<file path="src/rtl/pc_redirect_ctrl.sv">
// PC redirect controller: turns an EX-stage redirect request into a one-cycle PC load,
// deferring it while instruction memory is busy, and parks the core on HALT.
module pc_redirect_ctrl (
    input  logic        clk,
    input  logic        rst,
    input  logic        ex_valid,
    input  logic        PCSrc,
    input  logic [15:0] branch_target,
    input  logic        halt,
    input  logic        imem_busy,
    output logic        redirect,
    output logic [15:0] redirect_pc,
    output logic        flush_ifid,
    output logic        flush_idex,
    output logic        pc_hold,
    output logic        halted,
    output logic [7:0]  redirect_count
);

    typedef enum logic [1:0] {
        ST_RUN  = 2'd0,
        ST_PEND = 2'd1,
        ST_HALT = 2'd2
    } state_t;

    state_t      state_q, state_d;
    logic [15:0] target_q, target_d;
    logic [7:0]  count_q, count_d;

    always_comb begin
        state_d     = state_q;
        target_d    = target_q;
        redirect    = 1'b0;
        redirect_pc = 16'h0000;
        flush_ifid  = 1'b0;
        flush_idex  = 1'b0;
        pc_hold     = 1'b0;
        halted      = 1'b0;

        if (!rst) begin
            case (state_q)
                ST_RUN: begin
                    if (ex_valid && halt) begin
                        pc_hold    = 1'b1;
                        flush_ifid = 1'b1;
                        flush_idex = 1'b1;
                        state_d    = ST_HALT;
                    end else if (ex_valid && PCSrc) begin
                        flush_ifid = 1'b1;
                        flush_idex = 1'b1;
                        if (imem_busy) begin
                            // Fetch cannot take the new PC yet; remember it and freeze.
                            target_d = branch_target;
                            pc_hold  = 1'b1;
                            state_d  = ST_PEND;
                        end else begin
                            redirect    = 1'b1;
                            redirect_pc = branch_target;
                        end
                    end
                end
                ST_PEND: begin
                    // EX holds wrong-path work here, so its requests are not looked at.
                    flush_ifid = 1'b1;
                    flush_idex = 1'b1;
                    if (imem_busy) begin
                        pc_hold = 1'b1;
                    end else begin
                        redirect    = 1'b1;
                        redirect_pc = target_q;
                        state_d     = ST_RUN;
                    end
                end
                ST_HALT: begin
                    pc_hold = 1'b1;
                    halted  = 1'b1;
                end
                default: state_d = ST_RUN;
            endcase
        end

        count_d = count_q;
        if (redirect && (count_q != 8'hFF)) begin
            count_d = count_q + 8'd1;
        end

        redirect_count = rst ? 8'h00 : count_q;
    end

    always_ff @(posedge clk) begin
        if (rst) begin
            state_q  <= ST_RUN;
            target_q <= 16'h0000;
            count_q  <= 8'h00;
        end else begin
            state_q  <= state_d;
            target_q <= target_d;
            count_q  <= count_d;
        end
    end

endmodule
</file>
<file path="config.mk">
export PLATFORM = sky130hd
export DESIGN_NAME = pc_redirect_ctrl
export DESIGN_NICKNAME = d
export VERILOG_FILES = /design/src/rtl/pc_redirect_ctrl.sv
export SDC_FILE = /design/constraint.sdc
export NUM_CORES = 1
export LEC_CHECK = 0
export BUFFER_PORTS_ARGS = -buffer_cell sky130_fd_sc_hd__buf_4
export CAP_MARGIN = 20
export CORE_ASPECT_RATIO = 0.75
export CORE_MARGIN = 10
export CORE_UTILIZATION = 35
export DETAILED_ROUTE_END_ITERATION = 10
export PLACE_DENSITY = 0.63
export SETUP_SLACK_MARGIN = 0.4
export SYNTH_ARGS = -nofsm -noshare
export SYNTH_HDL_FRONTEND = slang
export SYNTH_SLANG_ARGS = --single-unit
</file>
<file path="constraint.sdc">
create_clock -name clk -period 1.97 [get_ports clk]
set_clock_uncertainty 0.15 [all_clocks]
set_input_delay 0.0985 -clock clk [delete_from_list [all_inputs] [get_ports clk]]
set_output_delay 0.0985 -clock clk [all_outputs]
set_load 0.01 [all_outputs]
</file>
# Yosys cells after proc, flatten, opt, wreduce, memory -nomap -nowiden
# Index checks and enable logic that the tools add are counted.
[word_totals] ff_bits=26 inputBits=22 out_inout_bits=29
[op_classes] bitwise=2 n_addsub=1 n_mux=28 n_reduce_logical=6 eq_ne=6
[ops] cell="$mux 16" count=5
[ops] cell="$pmux 16 s2" count=1
[ops] cell="$mux 1" count=13
[ops] cell="$add 8x1->8 const B" count=1
[ops] cell="$mux 2" count=4
[ops] cell="$mux 8" count=1
[ops] cell="$ne 8x8->1 const B" count=1
[ops] cell="$reduce_and 4->1" count=2
[ops] cell="$ne 3x3->1 const B" count=2
[ops] cell="$pmux 2 s3" count=1
[ops] cell="$pmux 1 s2" count=2
[ops] cell="$logic_and 1x1->1" count=3
[ops] cell="$pmux 1 s3" count=1
[ops] cell="$eq 2x1->1 const B" count=1
[ops] cell="$eq 2x2->1 const B" count=1
[ops] cell="$logic_not 2->1" count=1
[ops] cell="$ne 2x2->1 const B" count=1
[ops] cell="$not 1->1" count=2

# Longest topological paths before layout
# Gate-level depths: netlist of run 1.
[depth] word_depth=6 depth_mapped=6 mapped_depth_nobuf=5

# Least setup slack after synthesis of run 1
# Ideal clock, no wire load.
[synth_path] path_kind="reg2reg" startpoint="register state_q[0]" endpoint="register target_q[5]" required_ps=1692 arrival_ps=1366 path_slack_ps=327 path_stages_with_launch=6 cell_sequence="dfxtp_1 or4_1 buf_2 buf_6 mux2i_1 nor2_1"
[synth_between] elab_chain_len=2
[synth_rtl] item="start: declaration" line_no="26" text="state_t state_q, state_d;"
[synth_rtl] item="start signal: assignment" line_no="96" text="state_q <= state_d;"
[synth_rtl] item="$logic_not 2->1" line_no="41" text="case (state_q)"
[synth_rtl] item="$reduce_and 4->1 (no line)"
[synth_rtl] item="end signal: assignment" line_no="97" text="target_q <= target_d;"
[synth_rtl] item="end: declaration" line_no="27" text="logic [15:0] target_q, target_d;"
# Every way passes these cells.
# A chain may end at the register's enable or synchronous reset.

# Worst setup path after layout of run 1
[layout_path] startpoint="register state_q[1]" endpoint="output redirect_pc[5]"
[layout_between] elab_chain_len=3 word_cells_on_any_way=4
[layout_rtl] item="$eq 2x1->1 / $logic_not 2->1 (equally long branches)" line_no="41"
[layout_rtl] item="$pmux 16 s2 (*)" line_no="41"
[layout_rtl] item="$mux 16 (*)" line_no="40" text="if (!rst) begin"
[layout_rtl] item="end: declaration" line_no="12" text="output logic [15:0] redirect_pc,"
# Every way passes the cells marked *; elsewhere a longest branch is shown, timed or not.

==> impl_results.html, run 1 <==
<table>
<tr><th>Metric</th><th>Value</th></tr>
<tr><th colspan="2">Critical path</th></tr>
<tr><td>Data arrival time of the worst path</td><td>1.43 ns</td></tr>
<tr><td>Critical Path End Type</td><td>primary output</td></tr>
<tr><td>Critical path data required time</td><td>1.72 ns</td></tr>
<tr><td>Largest fanout of any net on the critical path</td><td>8</td></tr>
<tr><td>Logic depth of the worst register-to-register path</td><td>4</td></tr>
<tr><td>R2r startpoint</td><td>state_q[1]</td></tr>
<tr><td>Capturing point of the worst reg2reg path</td><td>target_q[5]</td></tr>
<tr><td>Startpoint type of the worst setup path</td><td>flip-flop</td></tr>
<tr><td>Setup Crit Path Kind</td><td>flip-flop to primary output</td></tr>
<tr><td>Reg-to-reg slack, setup</td><td>0.36 ns</td></tr>
<tr><th colspan="2">Routing</th></tr>
<tr><td># DRC</td><td>0</td></tr>
<tr><td>Detailed-route wire length</td><td>4250 um</td></tr>
<tr><td>WL per Instance</td><td>14.71 um</td></tr>
<tr><td>Via density per instance</td><td>4.983</td></tr>
<tr><td>Starting DRC count in detailed routing</td><td>74</td></tr>
<tr><td>Drt pass-1 iters</td><td>4</td></tr>
<tr><td>Post-route ant nets</td><td>0</td></tr>
<tr><td>DR vias</td><td>1440</td></tr>
<tr><th colspan="2">Pwr</th></tr>
<tr><td>Combinational share of power</td><td>16.5%</td></tr>
<tr><td>Relative contribution of sequential cells to total power</td><td>51.2%</td></tr>
<tr><td>Total chip power</td><td>between 1 and 1.5 mW</td></tr>
<tr><td>Clock share of power</td><td>32.4%</td></tr>
<tr><td>Cell leakage power</td><td>0.9976 nW</td></tr>
<tr><td>Cell internal pwr</td><td>806.8 uW</td></tr>
<tr><td>Power per cell area</td><td>483.0 mW/mm^2</td></tr>
<tr><td>Sw Ratio</td><td>between 20% and 30%</td></tr>
<tr><td>IR drop worst, VDD</td><td>0.4538 mV</td></tr>
<tr><td>Net switching power</td><td>~250 uW</td></tr>
<tr><th colspan="2">Layout</th></tr>
<tr><td>Layout area overhead</td><td>59.84%</td></tr>
<tr><td>Post-layout instance count excluding filler cells</td><td>289</td></tr>
<tr><td>Area used by sequential logic in the layout</td><td>530.5 sq um</td></tr>
<tr><td>Area of combinational cells with multiple inputs</td><td>873.3 sq um</td></tr>
<tr><td># fillers</td><td>338</td></tr>
<tr><td>Final Util</td><td>58.83%</td></tr>
<tr><td>Nets@finish</td><td>261</td></tr>
<tr><td>Fraction of final layout cells sized beyond drive strength 1</td><td>37.13%</td></tr>
<tr><td>Final instance area</td><td>0.002196 sq mm</td></tr>
<tr><td>Antenna cells</td><td>0</td></tr>
<tr><th colspan="2">Placement</th></tr>
<tr><td>Post-placement cell area</td><td>0.001782 sq mm</td></tr>
<tr><td>Post-Place Setup Slack</td><td>about 0.22 ns</td></tr>
<tr><td>Sum of net half-perimeters after detailed placement</td><td>2788 um</td></tr>
<tr><td>Buffers added on ports</td><td>50</td></tr>
<tr><td>Placed Instances</td><td>between 200 and 300</td></tr>
<tr><td>Routability-driven placement congestion ratio</td><td>approximately 0.83</td></tr>
<tr><th colspan="2">Floorplanning</th></tr>
<tr><td>Starting utilization of the core area</td><td>approximately 37%</td></tr>
<tr><td>Vertical die dimension</td><td>74.26 um</td></tr>
<tr><td>Floorplan die width</td><td>92.35 um</td></tr>
<tr><td>Core region area</td><td>about 0.0037 sq mm</td></tr>
<tr><td>Number of I/O pins</td><td>around 50</td></tr>
<tr><td>Area enclosed by the die boundary</td><td>0.006857 sq mm</td></tr>
<tr><td>Placement row count</td><td>19</td></tr>
<tr><th colspan="2">GRT</th></tr>
<tr><td>First-pass GRT wire length</td><td>6900 um</td></tr>
<tr><td>Total global routing track utilization</td><td>12.00%</td></tr>
<tr><td>Pin count of the biggest net entering global routing</td><td>32</td></tr>
<tr><td>Remaining global-route overflow</td><td>0</td></tr>
<tr><td>Initial antenna violation count</td><td>0</td></tr>
<tr><td>Number of global-route vias before repair</td><td>1433</td></tr>
<tr><th colspan="2">Yosys</th></tr>
<tr><td>Cell variety after synth</td><td>35</td></tr>
<tr><td>Number of flip-flops and latches in the synthesized netlist</td><td>26</td></tr>
<tr><td>Yosys warns</td><td>0</td></tr>
<tr><td>Share of the synthesized area in the top cell type</td><td>a little under two fifths</td></tr>
<tr><td>Synthesized netlist cell count</td><td>approximately 170</td></tr>
<tr><td>Cell types occupying the most area after synthesis</td><td>sky130_fd_sc_hd__dfxtp_1 38%, sky130_fd_sc_hd__mux2i_1 12%, sky130_fd_sc_hd__nor2_1 11%</td></tr>
<tr><td>Post-synth net total</td><td>189</td></tr>
<tr><td>Sequential fraction of the synthesis area</td><td>a little under two fifths</td></tr>
<tr><td>Cell type with the highest aggregate area in the netlist</td><td>sky130_fd_sc_hd__dfxtp_1</td></tr>
<tr><td>Average footprint of a synthesized cell</td><td>around 8.3 sq um</td></tr>
<tr><td>Netlist area before placement</td><td>about 0.0014 sq mm</td></tr>
<tr><th colspan="2">Min path</th></tr>
<tr><td>Hold path start</td><td>rst</td></tr>
<tr><td>Capture endpoint of the worst hold path</td><td>state_q[0]</td></tr>
<tr><td>Hold Path Depth</td><td>3</td></tr>
<tr><td>Worst hold path class</td><td>input pin to flip-flop</td></tr>
<tr><th colspan="2">STA</th></tr>
<tr><td>Max-slew headroom</td><td>78.88%</td></tr>
<tr><td>RSZ-0062 raised after global routing</td><td>yes</td></tr>
<tr><td>Actual transition at the worst max-transition pin</td><td>0.3167 ns</td></tr>
<tr><td>Final critical path time including I/O delays and setup</td><td>1.683 ns</td></tr>
<tr><td>Final-report hold violation count</td><td>0</td></tr>
<tr><td>Worst hold-check slack</td><td>0.1191 ns</td></tr>
<tr><td>Total negative slack for setup checks</td><td>0 ns</td></tr>
<tr><td>Count of endpoints failing setup in the final report</td><td>0</td></tr>
<tr><td>Max-slew violation count</td><td>0</td></tr>
<tr><td>Share of the clock period used by the worst path after layout</td><td>85.44%</td></tr>
<tr><td>Final worst setup slack</td><td>0.2868 ns</td></tr>
<tr><td>Maximum operating frequency</td><td>0.5941 GHz</td></tr>
<tr><th colspan="2">Clock tree</th></tr>
<tr><td>Clock root buffer master</td><td>sky130_fd_sc_hd__clkbuf_8</td></tr>
<tr><td>Clk buf depth</td><td>2</td></tr>
<tr><td>Clock tree from TritonCTS</td><td>yes</td></tr>
<tr><td>Number of buffers inserted during clock tree synthesis</td><td>3</td></tr>
<tr><td>Count of H-tree levels built during CTS</td><td>1</td></tr>
<tr><td>Sinks on the clock net</td><td>26</td></tr>
<tr><td>Clock Pin Slew Worst Setup and Hold Paths</td><td>0.09 ns</td></tr>
<tr><td>Clock Latency Late Sink</td><td>0.27 ns</td></tr>
<tr><th colspan="2">Outcome</th></tr>
<tr><td>Result of the run</td><td>finished clean</td></tr>
<tr><th colspan="2">Flow run</th></tr>
<tr><td>Max cap viols</td><td>0</td></tr>
</table>
worst max path at each step:
stage	start	endpoint	cells past startpoint	slack [ns]
2_1_floorplan	state_q[1]	target_q[5]	5	0.39
3_3_place_gp	state_q[1]	count_q[5]	4	0.23
3_5_place_dp	state_q[1]	count_q[5]	4	0.22
4_1_cts	state_q[1]	redirect_pc[9]	5	0.31
5_1_grt	state_q[1]	redirect_pc[3]	5	0.20
6_report	state_q[1]	redirect_pc[5]	5	0.29
per-layer routing:
metal,GRT usage (%),vias to the layer above,wire [um]
li1,-,731,-
met1,15.37,673,2033
met2,19.45,34,1941
met3,3.317,2,242
met4,3.413,0,34
met5,0,-,0
critical path, stage by stage (launching register included):
cell                      delay (ns)
sky130_fd_sc_hd__dfxtp_4        0.39
sky130_fd_sc_hd__nor3_4         0.24
sky130_fd_sc_hd__buf_6          0.19
sky130_fd_sc_hd__a22oi_2        0.08
sky130_fd_sc_hd__nor2_1         0.13
sky130_fd_sc_hd__buf_4          0.14
layout make-up:
type	instances	area share [%]
inverters	8	1.595
flip-flops and latches	26	24.16
well taps	52	2.963
clock buffers	4	2.507
multi-input cells	122	39.77
repair buffers	77	29.00
cells by family (layout without fill, tap and decap cells):
kind of cell,Yosys count,in the layout,share of synthesized area [%]
and+or+nand+nor,68,69,23.50
AOI/OAI and AO/OA,30,30,14.85
DFF,26,26,37.89
muxes,22,22,16.57
buffers and inverters,19,89,6.284
adders and majority gates,1,1,0.9106
power by group through the flow:
stage	Sequential (mW)	Combinational, mW	Clock (mW)
finish	0.543	0.175	0.343
global route	0.544	0.190	0.372
CTS	0.542	0.171	0.358
detailed placement	0.555	0.126	0
global placement	0.554	0.126	0
floorplan	0.553	0.0643	0
flip-flops by register name, summed over array words and instances (netlist names):
register	count
state_q	2
count_q	8
target_q	16
cell usage after synthesis:
cell type,instances
sky130_fd_sc_hd__nand3_1,5
sky130_fd_sc_hd__and4_1,1
sky130_fd_sc_hd__nor2b_1,5
sky130_fd_sc_hd__o41ai_1,1
sky130_fd_sc_hd__o21ai_1,1
sky130_fd_sc_hd__nor2_1,40
sky130_fd_sc_hd__ha_1,1
sky130_fd_sc_hd__and3b_1,1
sky130_fd_sc_hd__nor3_2,1
sky130_fd_sc_hd__dfxtp_1,26
sky130_fd_sc_hd__a22oi_1,16
sky130_fd_sc_hd__o211ai_1,1
sky130_fd_sc_hd__o21ai_0,1
sky130_fd_sc_hd__buf_2,3
sky130_fd_sc_hd__inv_1,5
sky130_fd_sc_hd__buf_4,1
sky130_fd_sc_hd__and3_1,1
sky130_fd_sc_hd__clkbuf_1,4
sky130_fd_sc_hd__nor4b_1,1
sky130_fd_sc_hd__mux2i_1,16
sky130_fd_sc_hd__or4_1,2
sky130_fd_sc_hd__nor3_1,4
sky130_fd_sc_hd__buf_1,2
sky130_fd_sc_hd__a211oi_1,1
sky130_fd_sc_hd__nand2_1,3
sky130_fd_sc_hd__or2_1,1
sky130_fd_sc_hd__mux2_1,6
sky130_fd_sc_hd__buf_6,1
sky130_fd_sc_hd__a31oi_1,2
sky130_fd_sc_hd__nand4_1,1
sky130_fd_sc_hd__nor3b_1,1
sky130_fd_sc_hd__inv_2,3
sky130_fd_sc_hd__o21bai_1,1
sky130_fd_sc_hd__nand3b_1,1
sky130_fd_sc_hd__a21oi_1,6
cell usage in the layout (no fill, tap or decap), drive strengths merged, types with 2 or more instances in the layout:
cell type    netlist  final
nor2              40     40
nand2              3      3
mux2               6      6
nor2b              5      5
or4                2      2
a21oi              6      6
buf                7     58
mux2i             16     16
a31oi              2      2
inv                8      8
dlygate4sd3        0     19
nand3              5      5
nor3               5      5
a22oi             16     16
dfxtp             26     26
o21ai              2      2
clkbuf             4      4
and3               1      2
what timing repair did:
action                                  CTS  global route
gates resized for setup                  27             8
buffers inserted                          2             2
gates cloned                              2             0
endpoints found under the setup margin   39            42
hold buffers                             19             0
endpoints found under the hold margin    18             0
pin swaps                                11            11
Note: power is estimated with default switching activity, not from simulation.
==> run 2, diff against run 1 <==
Settings changed: PLACE_DENSITY 0.63 to 0.65.
Clock period 1.97 ns to 1.4 ns, I/O delays scaled along.
==> run 2 against run 1 <==
  * The run now ends with hold timing, setup timing left
  * Die area is the same
  * Clock power is 87% higher
  * Count of clock-buffer cells in the layout decreased by 1
  * Sequential cell count unchanged
  * Non-clock buffer count is 26 higher
  * Power grew 64%
  * Global-route usage rose by 2.0 points
  * Highest routed layer unchanged
  * Critical path depth unchanged
  * First-iteration DRC count is 5.4% lower
  * Hold slack got worse by 0.13 ns
==> impl_results.html, run 2 (synthesized netlist as in run 1, its figures left out) <==
<table>
<tr><th>Metric</th><th>Value</th></tr>
<tr><th colspan="2">Min path</th></tr>
<tr><td>Worst hold path class</td><td>input pin to flip-flop (unchanged)</td></tr>
<tr><td>Hold Path Depth</td><td>4 (was 3)</td></tr>
<tr><th colspan="2">Placement</th></tr>
<tr><td>Routability-driven placement congestion ratio</td><td>0.7501 (was 0.8254)</td></tr>
<tr><td>Buffers added on ports</td><td>50 (unchanged)</td></tr>
<tr><td>Placed Instances</td><td>286 (was 260)</td></tr>
<tr><td>Post-Place Setup Slack</td><td>-0.1776 ns (was 0.2185 ns)</td></tr>
<tr><td>Sum of net half-perimeters after detailed placement</td><td>3054 um (was 2788 um)</td></tr>
<tr><th colspan="2">STA</th></tr>
<tr><td>Max-slew violation count</td><td>0 (unchanged)</td></tr>
<tr><td>Share of the clock period used by the worst path after layout</td><td>123.3%</td></tr>
<tr><td>Maximum operating frequency</td><td>0.5795 GHz</td></tr>
<tr><td>RSZ-0062 raised after global routing</td><td>yes (unchanged)</td></tr>
<tr><td>Count of endpoints failing setup in the final report</td><td>44 (was 0)</td></tr>
<tr><td>Total negative slack for setup checks</td><td>-10.64 ns (was 0 ns)</td></tr>
<tr><td>Final worst setup slack</td><td>-0.3255 ns (was 0.2868 ns)</td></tr>
<tr><td>Worst hold-check slack</td><td>-0.01320 ns (was 0.1191 ns)</td></tr>
<tr><td>Actual transition at the worst max-transition pin</td><td>0.3875 ns (was 0.3167 ns)</td></tr>
<tr><td>Final critical path time including I/O delays and setup</td><td>1.726 ns</td></tr>
<tr><td>Final-report hold violation count</td><td>1 (was 0)</td></tr>
<tr><td>Max-slew headroom</td><td>73.89% (was 78.88%)</td></tr>
<tr><th colspan="2">Routing</th></tr>
<tr><td>Drt pass-1 iters</td><td>4 (unchanged)</td></tr>
<tr><td>WL per Instance</td><td>16.02 um (was 14.71 um)</td></tr>
<tr><td>Detailed-route wire length</td><td>5029 um (was 4250 um)</td></tr>
<tr><td>Starting DRC count in detailed routing</td><td>70 (was 74)</td></tr>
<tr><td>DR vias</td><td>1564 (was 1440)</td></tr>
<tr><td># DRC</td><td>0 (unchanged)</td></tr>
<tr><td>Via density per instance</td><td>4.981 (was 4.983)</td></tr>
<tr><td>Post-route ant nets</td><td>0 (unchanged)</td></tr>
<tr><th colspan="2">Clock tree</th></tr>
<tr><td>Hold Buf Count CTS</td><td>16 (was 19)</td></tr>
<tr><td>Clock Pin Slew Worst Setup and Hold Paths</td><td>0.10 ns (was 0.09 ns)</td></tr>
<tr><td>Clk buf depth</td><td>2 (unchanged)</td></tr>
<tr><td>Number of buffers inserted during clock tree synthesis</td><td>3 (unchanged)</td></tr>
<tr><td>Count of H-tree levels built during CTS</td><td>1 (unchanged)</td></tr>
<tr><td>Sinks on the clock net</td><td>26 (unchanged)</td></tr>
<tr><td>Clock tree from TritonCTS</td><td>yes (unchanged)</td></tr>
<tr><td>Clock root buffer master</td><td>sky130_fd_sc_hd__clkbuf_8 (unchanged)</td></tr>
<tr><td>Clock Latency Late Sink</td><td>0.28 ns (was 0.27 ns)</td></tr>
<tr><th colspan="2">GRT</th></tr>
<tr><td>Pin count of the biggest net entering global routing</td><td>24 (was 32)</td></tr>
<tr><td>Met3 GRT Util</td><td>4.322% (was 3.317%)</td></tr>
<tr><td>Initial antenna violation count</td><td>0 (unchanged)</td></tr>
<tr><td>Remaining global-route overflow</td><td>0 (unchanged)</td></tr>
<tr><td>Gr busiest metal</td><td>met2 (unchanged)</td></tr>
<tr><td>First-pass GRT wire length</td><td>7886 um (was 6900 um)</td></tr>
<tr><td>Met2 GRT Util</td><td>24.45% (was 19.45%)</td></tr>
<tr><td>GR Layer Usage met1</td><td>17.02% (was 15.37%)</td></tr>
<tr><td>Total global routing track utilization</td><td>13.99% (was 12.00%)</td></tr>
<tr><td>Number of global-route vias before repair</td><td>1562 (was 1433)</td></tr>
<tr><th colspan="2">Critical path</th></tr>
<tr><td>Logic depth of the worst register-to-register path</td><td>5 (was 4)</td></tr>
<tr><td>Series of cell instances along the critical path</td><td>buf_4 &gt; or4_4 &gt; buf_12 &gt; mux2i_2 &gt; nor2_1 (was nor3_4 &gt; buf_6 &gt; a22oi_2 &gt; nor2_1 &gt; buf_4)</td></tr>
<tr><td>Largest fanout of any net on the critical path</td><td>8 (unchanged)</td></tr>
<tr><td>CP peak stage delay</td><td>0.58 ns (was 0.39 ns)</td></tr>
<tr><td>Setup Crit Path Kind</td><td>flip-flop to flip-flop (was flip-flop to primary output)</td></tr>
<tr><td>Startpoint type of the worst setup path</td><td>flip-flop (unchanged)</td></tr>
<tr><td>Critical-path top delay cell</td><td>sky130_fd_sc_hd__or4_4 (was sky130_fd_sc_hd__dfxtp_4)</td></tr>
<tr><td>Data arrival time of the worst path</td><td>1.75 ns (was 1.43 ns)</td></tr>
<tr><td>Critical path data required time</td><td>1.43 ns (was 1.72 ns)</td></tr>
<tr><td>Critical Path End Type</td><td>flip-flop (was primary output)</td></tr>
<tr><th colspan="2">Layout</th></tr>
<tr><td>Antenna cells</td><td>0 (unchanged)</td></tr>
<tr><td>Most common cell after layout, fill and taps aside</td><td>sky130_fd_sc_hd__buf_4 (unchanged)</td></tr>
<tr><td>Fraction of final layout cells sized beyond drive strength 1</td><td>56.87% (was 37.13%)</td></tr>
<tr><td>Largest reg by FF count</td><td>target_q (unchanged)</td></tr>
<tr><td>Highest-count cells in the layout ignoring fill and taps</td><td>61 x sky130_fd_sc_hd__buf_4, 34 x sky130_fd_sc_hd__nor2_1, 23 x sky130_fd_sc_hd__buf_6, 16 x sky130_fd_sc_hd__dlygate4sd3_1, 16 x sky130_fd_sc_hd__dfxtp_1 (was 55 x sky130_fd_sc_hd__buf_4, 39 x sky130_fd_sc_hd__nor2_1, 22 x sky130_fd_sc_hd__dfxtp_1, 19 x sky130_fd_sc_hd__dlygate4sd3_1, 16 x sky130_fd_sc_hd__mux2i_1)</td></tr>
<tr><td>Post-layout instance count excluding filler cells</td><td>314 (was 289)</td></tr>
<tr><td>Final Util</td><td>70.70% (was 58.83%)</td></tr>
<tr><td>Layout area overhead</td><td>92.08% (was 59.84%)</td></tr>
<tr><td>Number of flip-flops in the largest register</td><td>16 (unchanged)</td></tr>
<tr><td>Nets@finish</td><td>286 (was 261)</td></tr>
<tr><td>Largest registers ranked by flip-flop count</td><td>target_q: 16 flops, count_q: 8 flops, state_q: 2 flops (unchanged)</td></tr>
<tr><th colspan="2">Pwr</th></tr>
<tr><td>Power per cell area</td><td>657.7 mW/mm^2 (was 483.0 mW/mm^2)</td></tr>
<tr><td>Total chip power</td><td>1.735 mW (was 1.061 mW)</td></tr>
<tr><td>IR drop worst, VDD</td><td>0.5716 mV (was 0.4538 mV)</td></tr>
<tr><td>Cell leakage power</td><td>1.195 nW (was 0.9976 nW)</td></tr>
<tr><th colspan="2">Floorplanning</th></tr>
<tr><td>Core region area</td><td>0.003732 sq mm (unchanged)</td></tr>
<tr><td>Number of I/O pins</td><td>51 (unchanged)</td></tr>
<tr><td>Vertical die dimension</td><td>74.26 um (unchanged)</td></tr>
<tr><td>Floorplan die width</td><td>92.35 um (unchanged)</td></tr>
<tr><td>Starting utilization of the core area</td><td>36.81% (unchanged)</td></tr>
<tr><td>Area enclosed by the die boundary</td><td>0.006857 sq mm (unchanged)</td></tr>
<tr><td>Placement row count</td><td>19 (unchanged)</td></tr>
<tr><th colspan="2">Flow run</th></tr>
<tr><td>Max cap viols</td><td>0 (unchanged)</td></tr>
<tr><th colspan="2">Outcome</th></tr>
<tr><td>Violated checks</td><td>hold timing, setup timing</td></tr>
<tr><td>Result of the run</td><td>finished, violations left (was finished clean)</td></tr>
</table>
[run 2: repair_timing]
item                                    4_1_cts  5_1_grt
gates resized for setup                      42       41
cloned                                        4        0
endpoints found under the setup margin       55       55
pin swaps                                    16       12
setup buffers                                 2        2
endpoints found under the hold margin        18        1
[run 2: area by class of cell]
type | count | area [sq um]
clock inverters | 1 | 30.03
flip-flops and latches | 26 | 540.5
well taps | 52 | 65.06
inverters | 8 | 37.54
fillers | 302 | 1094
repair buffers | 103 | 929.6
clock buffers | 3 | 41.29
multi-input cells | 121 | 994.7
[run 2: worst max-delay path, delay by kind of cell (launching register included)]
kind | cells | cell delay [ns]
DFF | 1 | 0.34
and+or+nand+nor | 2 | 0.64
muxes | 1 | 0.18
buffers and inverters | 2 | 0.32
[run 2: through the flow]
stage | instance area [sq um] | hold slack, ns
2_1_floorplan | 1454 | 0.04121
3_3_place_gp | 2044 | 0.1621
3_5_place_dp | 2044 | 0.1700
4_1_cts | 2480 | -0.02080
5_1_grt | 2639 | -0.01366
6_report | 2639 | -0.01320
[run 2: final timing paths]
kind | startpoint | to | slack (ns)
worst max register to register | state_q[1] | target_q[15] | -0.33
worst min register to register | target_q[4] | target_q[4] | 0.35
worst max-delay path | state_q[1] | target_q[15] | -0.33
worst min-delay path | imem_busy | state_q[0] | -0.01
[run 2: report_power, final]
group,total [mW],switching (mW),internal (mW)
sequential,0.758,0.0100,0.748
combinational,0.337,0.149,0.188
clock,0.641,0.257,0.383
total,1.74,0.416,1.32
[run 2: layer usage]
| layer | vias to the layer above | part of all wire (%) |
|---|---|---|
| li1 | 776 | - |
| met1 | 740 | 44 |
| met2 | 43 | 49 |
| met3 | 5 | 7.0 |
| met4 | 0 | 0.42 |
| met5 | - | 0 |
==> run 3, diff against run 2 <==
Settings changed: PLACE_DENSITY 0.65 to 0.64.
==> run 3 against run 2 <==
  * The flow still finishes with violations (hold timing, setup timing)
  * Register-to-register slack got worse by 0.10 ns
  * Power rose by 1.4%
  * Sequential share of layout area fell by 1.4 points
  * Wire length rose by 9.8%
  * First-iteration DRC count fell by 24%
  * Fmax fell by 5.7%
  * Critical path type unchanged
  * Largest cell class unchanged
==> impl_results.html, run 3 (synthesized netlist as in run 1, its figures left out) <==
<table>
<tr><th>Metric</th><th>Value</th></tr>
<tr><th colspan="2">Layout</th></tr>
<tr><td>Largest registers ranked by flip-flop count</td><td>target_q: 16 flops, count_q: 8 flops, state_q: 2 flops (unchanged)</td></tr>
<tr><td># fillers</td><td>258 (was 302)</td></tr>
<tr><td>Fraction of final layout cells sized beyond drive strength 1</td><td>60.97% (was 56.87%)</td></tr>
<tr><td>Post-layout instance count excluding filler cells</td><td>321 (was 314)</td></tr>
<tr><td>Final instance area</td><td>0.002825 sq mm (was 0.002639 sq mm)</td></tr>
<tr><td>Antenna cells</td><td>0 (unchanged)</td></tr>
<tr><td>Layout area overhead</td><td>105.6% (was 92.08%)</td></tr>
<tr><td>Largest reg by FF count</td><td>target_q (unchanged)</td></tr>
<tr><td>Most common cell after layout, fill and taps aside</td><td>sky130_fd_sc_hd__buf_4 (unchanged)</td></tr>
<tr><td>Nets@finish</td><td>293 (was 286)</td></tr>
<tr><td>Number of flip-flops in the largest register</td><td>16 (unchanged)</td></tr>
<tr><td>Highest-count cells in the layout ignoring fill and taps</td><td>62 x sky130_fd_sc_hd__buf_4, 35 x sky130_fd_sc_hd__nor2_1, 26 x sky130_fd_sc_hd__buf_6, 16 x sky130_fd_sc_hd__dlygate4sd3_1, 16 x sky130_fd_sc_hd__dfxtp_1 (was 61 x sky130_fd_sc_hd__buf_4, 34 x sky130_fd_sc_hd__nor2_1, 23 x sky130_fd_sc_hd__buf_6, 16 x sky130_fd_sc_hd__dlygate4sd3_1, 16 x sky130_fd_sc_hd__dfxtp_1)</td></tr>
<tr><th colspan="2">Min path</th></tr>
<tr><td>Capture endpoint of the worst hold path</td><td>state_q[0] (unchanged)</td></tr>
<tr><td>Worst hold path class</td><td>input pin to flip-flop (unchanged)</td></tr>
<tr><td>Hold path start</td><td>imem_busy (unchanged)</td></tr>
<tr><td>Hold Path Depth</td><td>4 (unchanged)</td></tr>
<tr><th colspan="2">GRT</th></tr>
<tr><td>Number of global-route vias before repair</td><td>1684 (was 1562)</td></tr>
<tr><td>Initial antenna violation count</td><td>0 (unchanged)</td></tr>
<tr><td>Pin count of the biggest net entering global routing</td><td>21 (was 24)</td></tr>
<tr><td>First-pass GRT wire length</td><td>8362 um (was 7886 um)</td></tr>
<tr><td>Remaining global-route overflow</td><td>0 (unchanged)</td></tr>
<tr><td>Total global routing track utilization</td><td>14.89% (was 13.99%)</td></tr>
<tr><th colspan="2">Pwr</th></tr>
<tr><td>Clock share of power</td><td>36.0% (was 36.9%)</td></tr>
<tr><td>IR drop worst, VDD</td><td>0.4683 mV (was 0.5716 mV)</td></tr>
<tr><td>Combinational share of power</td><td>20.9% (was 19.4%)</td></tr>
<tr><td>Relative contribution of sequential cells to total power</td><td>43.1% (was 43.7%)</td></tr>
<tr><td>Sw Ratio</td><td>23.84% (was 23.98%)</td></tr>
<tr><td>Cell internal pwr</td><td>1.341 mW (was 1.319 mW)</td></tr>
<tr><td>Cell leakage power</td><td>1.255 nW (was 1.195 nW)</td></tr>
<tr><td>Power per cell area</td><td>623.2 mW/mm^2 (was 657.7 mW/mm^2)</td></tr>
<tr><td>Net switching power</td><td>419.7 uW (was 416.1 uW)</td></tr>
<tr><th colspan="2">STA</th></tr>
<tr><td>Count of endpoints failing setup in the final report</td><td>45 (was 44)</td></tr>
<tr><td>Maximum operating frequency</td><td>0.5465 GHz (was 0.5795 GHz)</td></tr>
<tr><td>RSZ-0062 raised after global routing</td><td>yes (unchanged)</td></tr>
<tr><td>Final-report hold violation count</td><td>1 (unchanged)</td></tr>
<tr><td>Worst hold-check slack</td><td>-0.008636 ns (was -0.01320 ns)</td></tr>
<tr><td>Max-slew headroom</td><td>75.63% (was 73.89%)</td></tr>
<tr><td>Actual transition at the worst max-transition pin</td><td>0.3618 ns (was 0.3875 ns)</td></tr>
<tr><td>Final worst setup slack</td><td>-0.4299 ns (was -0.3255 ns)</td></tr>
<tr><td>Share of the clock period used by the worst path after layout</td><td>130.7% (was 123.3%)</td></tr>
<tr><td>Total negative slack for setup checks</td><td>-14.06 ns (was -10.64 ns)</td></tr>
<tr><td>Final critical path time including I/O delays and setup</td><td>1.830 ns (was 1.726 ns)</td></tr>
<tr><td>Max-slew violation count</td><td>0 (unchanged)</td></tr>
<tr><th colspan="2">Floorplanning</th></tr>
<tr><td>Number of I/O pins</td><td>51 (unchanged)</td></tr>
<tr><td>Vertical die dimension</td><td>74.26 um (unchanged)</td></tr>
<tr><td>Core region area</td><td>0.003732 sq mm (unchanged)</td></tr>
<tr><td>Placement row count</td><td>19 (unchanged)</td></tr>
<tr><td>Area enclosed by the die boundary</td><td>0.006857 sq mm (unchanged)</td></tr>
<tr><td>Floorplan die width</td><td>92.35 um (unchanged)</td></tr>
<tr><td>Starting utilization of the core area</td><td>36.81% (unchanged)</td></tr>
<tr><th colspan="2">Critical path</th></tr>
<tr><td>Largest fanout of any net on the critical path</td><td>5 (was 8)</td></tr>
<tr><td>Setup Crit Path Kind</td><td>flip-flop to flip-flop (unchanged)</td></tr>
<tr><td>Critical path data required time</td><td>1.42 ns (was 1.43 ns)</td></tr>
<tr><td>Startpoint type of the worst setup path</td><td>flip-flop (unchanged)</td></tr>
<tr><td>Reg-to-reg slack, setup</td><td>-0.43 ns (was -0.33 ns)</td></tr>
<tr><td>Capturing point of the worst reg2reg path</td><td>target_q[5] (was target_q[15])</td></tr>
<tr><td>Data arrival time of the worst path</td><td>1.85 ns (was 1.75 ns)</td></tr>
<tr><td>R2r startpoint</td><td>state_q[0] (was state_q[1])</td></tr>
<tr><td>Critical Path End Type</td><td>flip-flop (unchanged)</td></tr>
<tr><td>Logic depth of the worst register-to-register path</td><td>6 (was 5)</td></tr>
<tr><th colspan="2">Placement</th></tr>
<tr><td>Buffers added on ports</td><td>50 (unchanged)</td></tr>
<tr><td>Placed Instances</td><td>286 (unchanged)</td></tr>
<tr><td>Post-placement cell area</td><td>0.002044 sq mm (unchanged)</td></tr>
<tr><td>Routability-driven placement congestion ratio</td><td>0.7599 (was 0.7501)</td></tr>
<tr><td>Sum of net half-perimeters after detailed placement</td><td>3196 um (was 3054 um)</td></tr>
<tr><td>Post-Place Setup Slack</td><td>-0.2026 ns (was -0.1776 ns)</td></tr>
<tr><th colspan="2">Clock tree</th></tr>
<tr><td>Count of H-tree levels built during CTS</td><td>1 (unchanged)</td></tr>
<tr><td>Clock Pin Slew Worst Setup and Hold Paths</td><td>0.09 ns (was 0.10 ns)</td></tr>
<tr><td>Clock Latency Late Sink</td><td>0.28 ns (about the same)</td></tr>
<tr><td>Number of buffers inserted during clock tree synthesis</td><td>3 (unchanged)</td></tr>
<tr><td>Clock root buffer master</td><td>sky130_fd_sc_hd__clkbuf_8 (unchanged)</td></tr>
<tr><td>Clock tree from TritonCTS</td><td>yes (unchanged)</td></tr>
<tr><td>Sinks on the clock net</td><td>26 (unchanged)</td></tr>
<tr><td>Hold Buf Count CTS</td><td>16 (unchanged)</td></tr>
<tr><td>Clk buf depth</td><td>2 (unchanged)</td></tr>
<tr><th colspan="2">Flow run</th></tr>
<tr><td>Max cap viols</td><td>0 (unchanged)</td></tr>
<tr><th colspan="2">Routing</th></tr>
<tr><td>WL per Instance</td><td>17.21 um (was 16.02 um)</td></tr>
<tr><td>Starting DRC count in detailed routing</td><td>53 (was 70)</td></tr>
<tr><td># DRC</td><td>0 (unchanged)</td></tr>
<tr><td>Drt pass-1 iters</td><td>4 (unchanged)</td></tr>
<tr><td>Via density per instance</td><td>4.994 (was 4.981)</td></tr>
<tr><td>Detailed-route wire length</td><td>5524 um (was 5029 um)</td></tr>
<tr><td>Post-route ant nets</td><td>0 (unchanged)</td></tr>
<tr><td>DR vias</td><td>1603 (was 1564)</td></tr>
<tr><th colspan="2">Outcome</th></tr>
<tr><td>Violated checks</td><td>hold timing, setup timing (unchanged)</td></tr>
<tr><td>Result of the run</td><td>finished, violations left (unchanged)</td></tr>
</table>
-- run 3: worst max-delay path by stage --
stage	start	end	slack, ns	depth (start not counted)
after floorplan	state_q[1]	target_q[5]	-0.18	5
after global placement	state_q[1]	count_q[5]	-0.15	4
after detailed placement	state_q[1]	target_q[4]	-0.20	4
after CTS	state_q[1]	redirect_pc[4]	-0.30	6
after global routing	state_q[0]	redirect_pc[15]	-0.49	7
final	state_q[0]	target_q[5]	-0.43	6
-- run 3: final cells by class --
cell class / count / area [sq um] / area share [%]
tap: 52 / 65.06 / 2.303
clock inverter: 1 / 30.03 / 1.063
clock buffer: 3 / 41.29 / 1.461
sequential: 26 / 540.5 / 19.13
inverter: 8 / 40.04 / 1.417
multi-input combinational: 121 / 1062 / 37.60
timing repair buffer: 110 / 1046 / 37.02
-- run 3: routing by layer --
| layer | global-route usage [%] | vias to the layer above | wire length [um] |
|---|---|---|---|
| met3 | 5.126 | 2 | 320 |
| met2 | 26.17 | 35 | 2842 |
| li1 | - | 792 | - |
| met4 | 2.560 | 0 | 14 |
| met1 | 17.57 | 774 | 2347 |
| met5 | 0 | - | 0 |
-- run 3: metrics by stage --
stage                     hold WS (ns)  utilization (%)  total power, mW
after detailed placement        0.1685            54.78            1.009
after global placement          0.1646            54.78            1.007
final                        -0.008636            75.70            1.761
after CTS                     -0.01388            68.96            1.716
after floorplan                0.04121                -           0.8807
after global routing         -0.006280            75.70            1.830
-- run 3: repair_timing --
item                       in CTS  in global routing
gates cloned                    3                  2
resized for setup              60                 41
hold endpoints to repair       17                  1
setup endpoints to repair      54                 55
setup buffers                   6                  4
pin swaps                      26                 24
-- run 3: power by group through the flow --
stage	sequential [mW]	clock [mW]	combinational (mW)
after floorplan	0.779	0	0.102
after global routing	0.760	0.676	0.393
after CTS	0.762	0.642	0.312
after detailed placement	0.779	0	0.230
after global placement	0.778	0	0.229
final	0.759	0.633	0.369
-- run 3: critical path: stages (launching register included) --
cell	delay [ns]
sky130_fd_sc_hd__dfxtp_2	0.34
sky130_fd_sc_hd__buf_4	0.14
sky130_fd_sc_hd__buf_4	0.12
sky130_fd_sc_hd__or4_4	0.55
sky130_fd_sc_hd__buf_8	0.17
sky130_fd_sc_hd__mux2i_1	0.20
sky130_fd_sc_hd__nor2_1	0.06
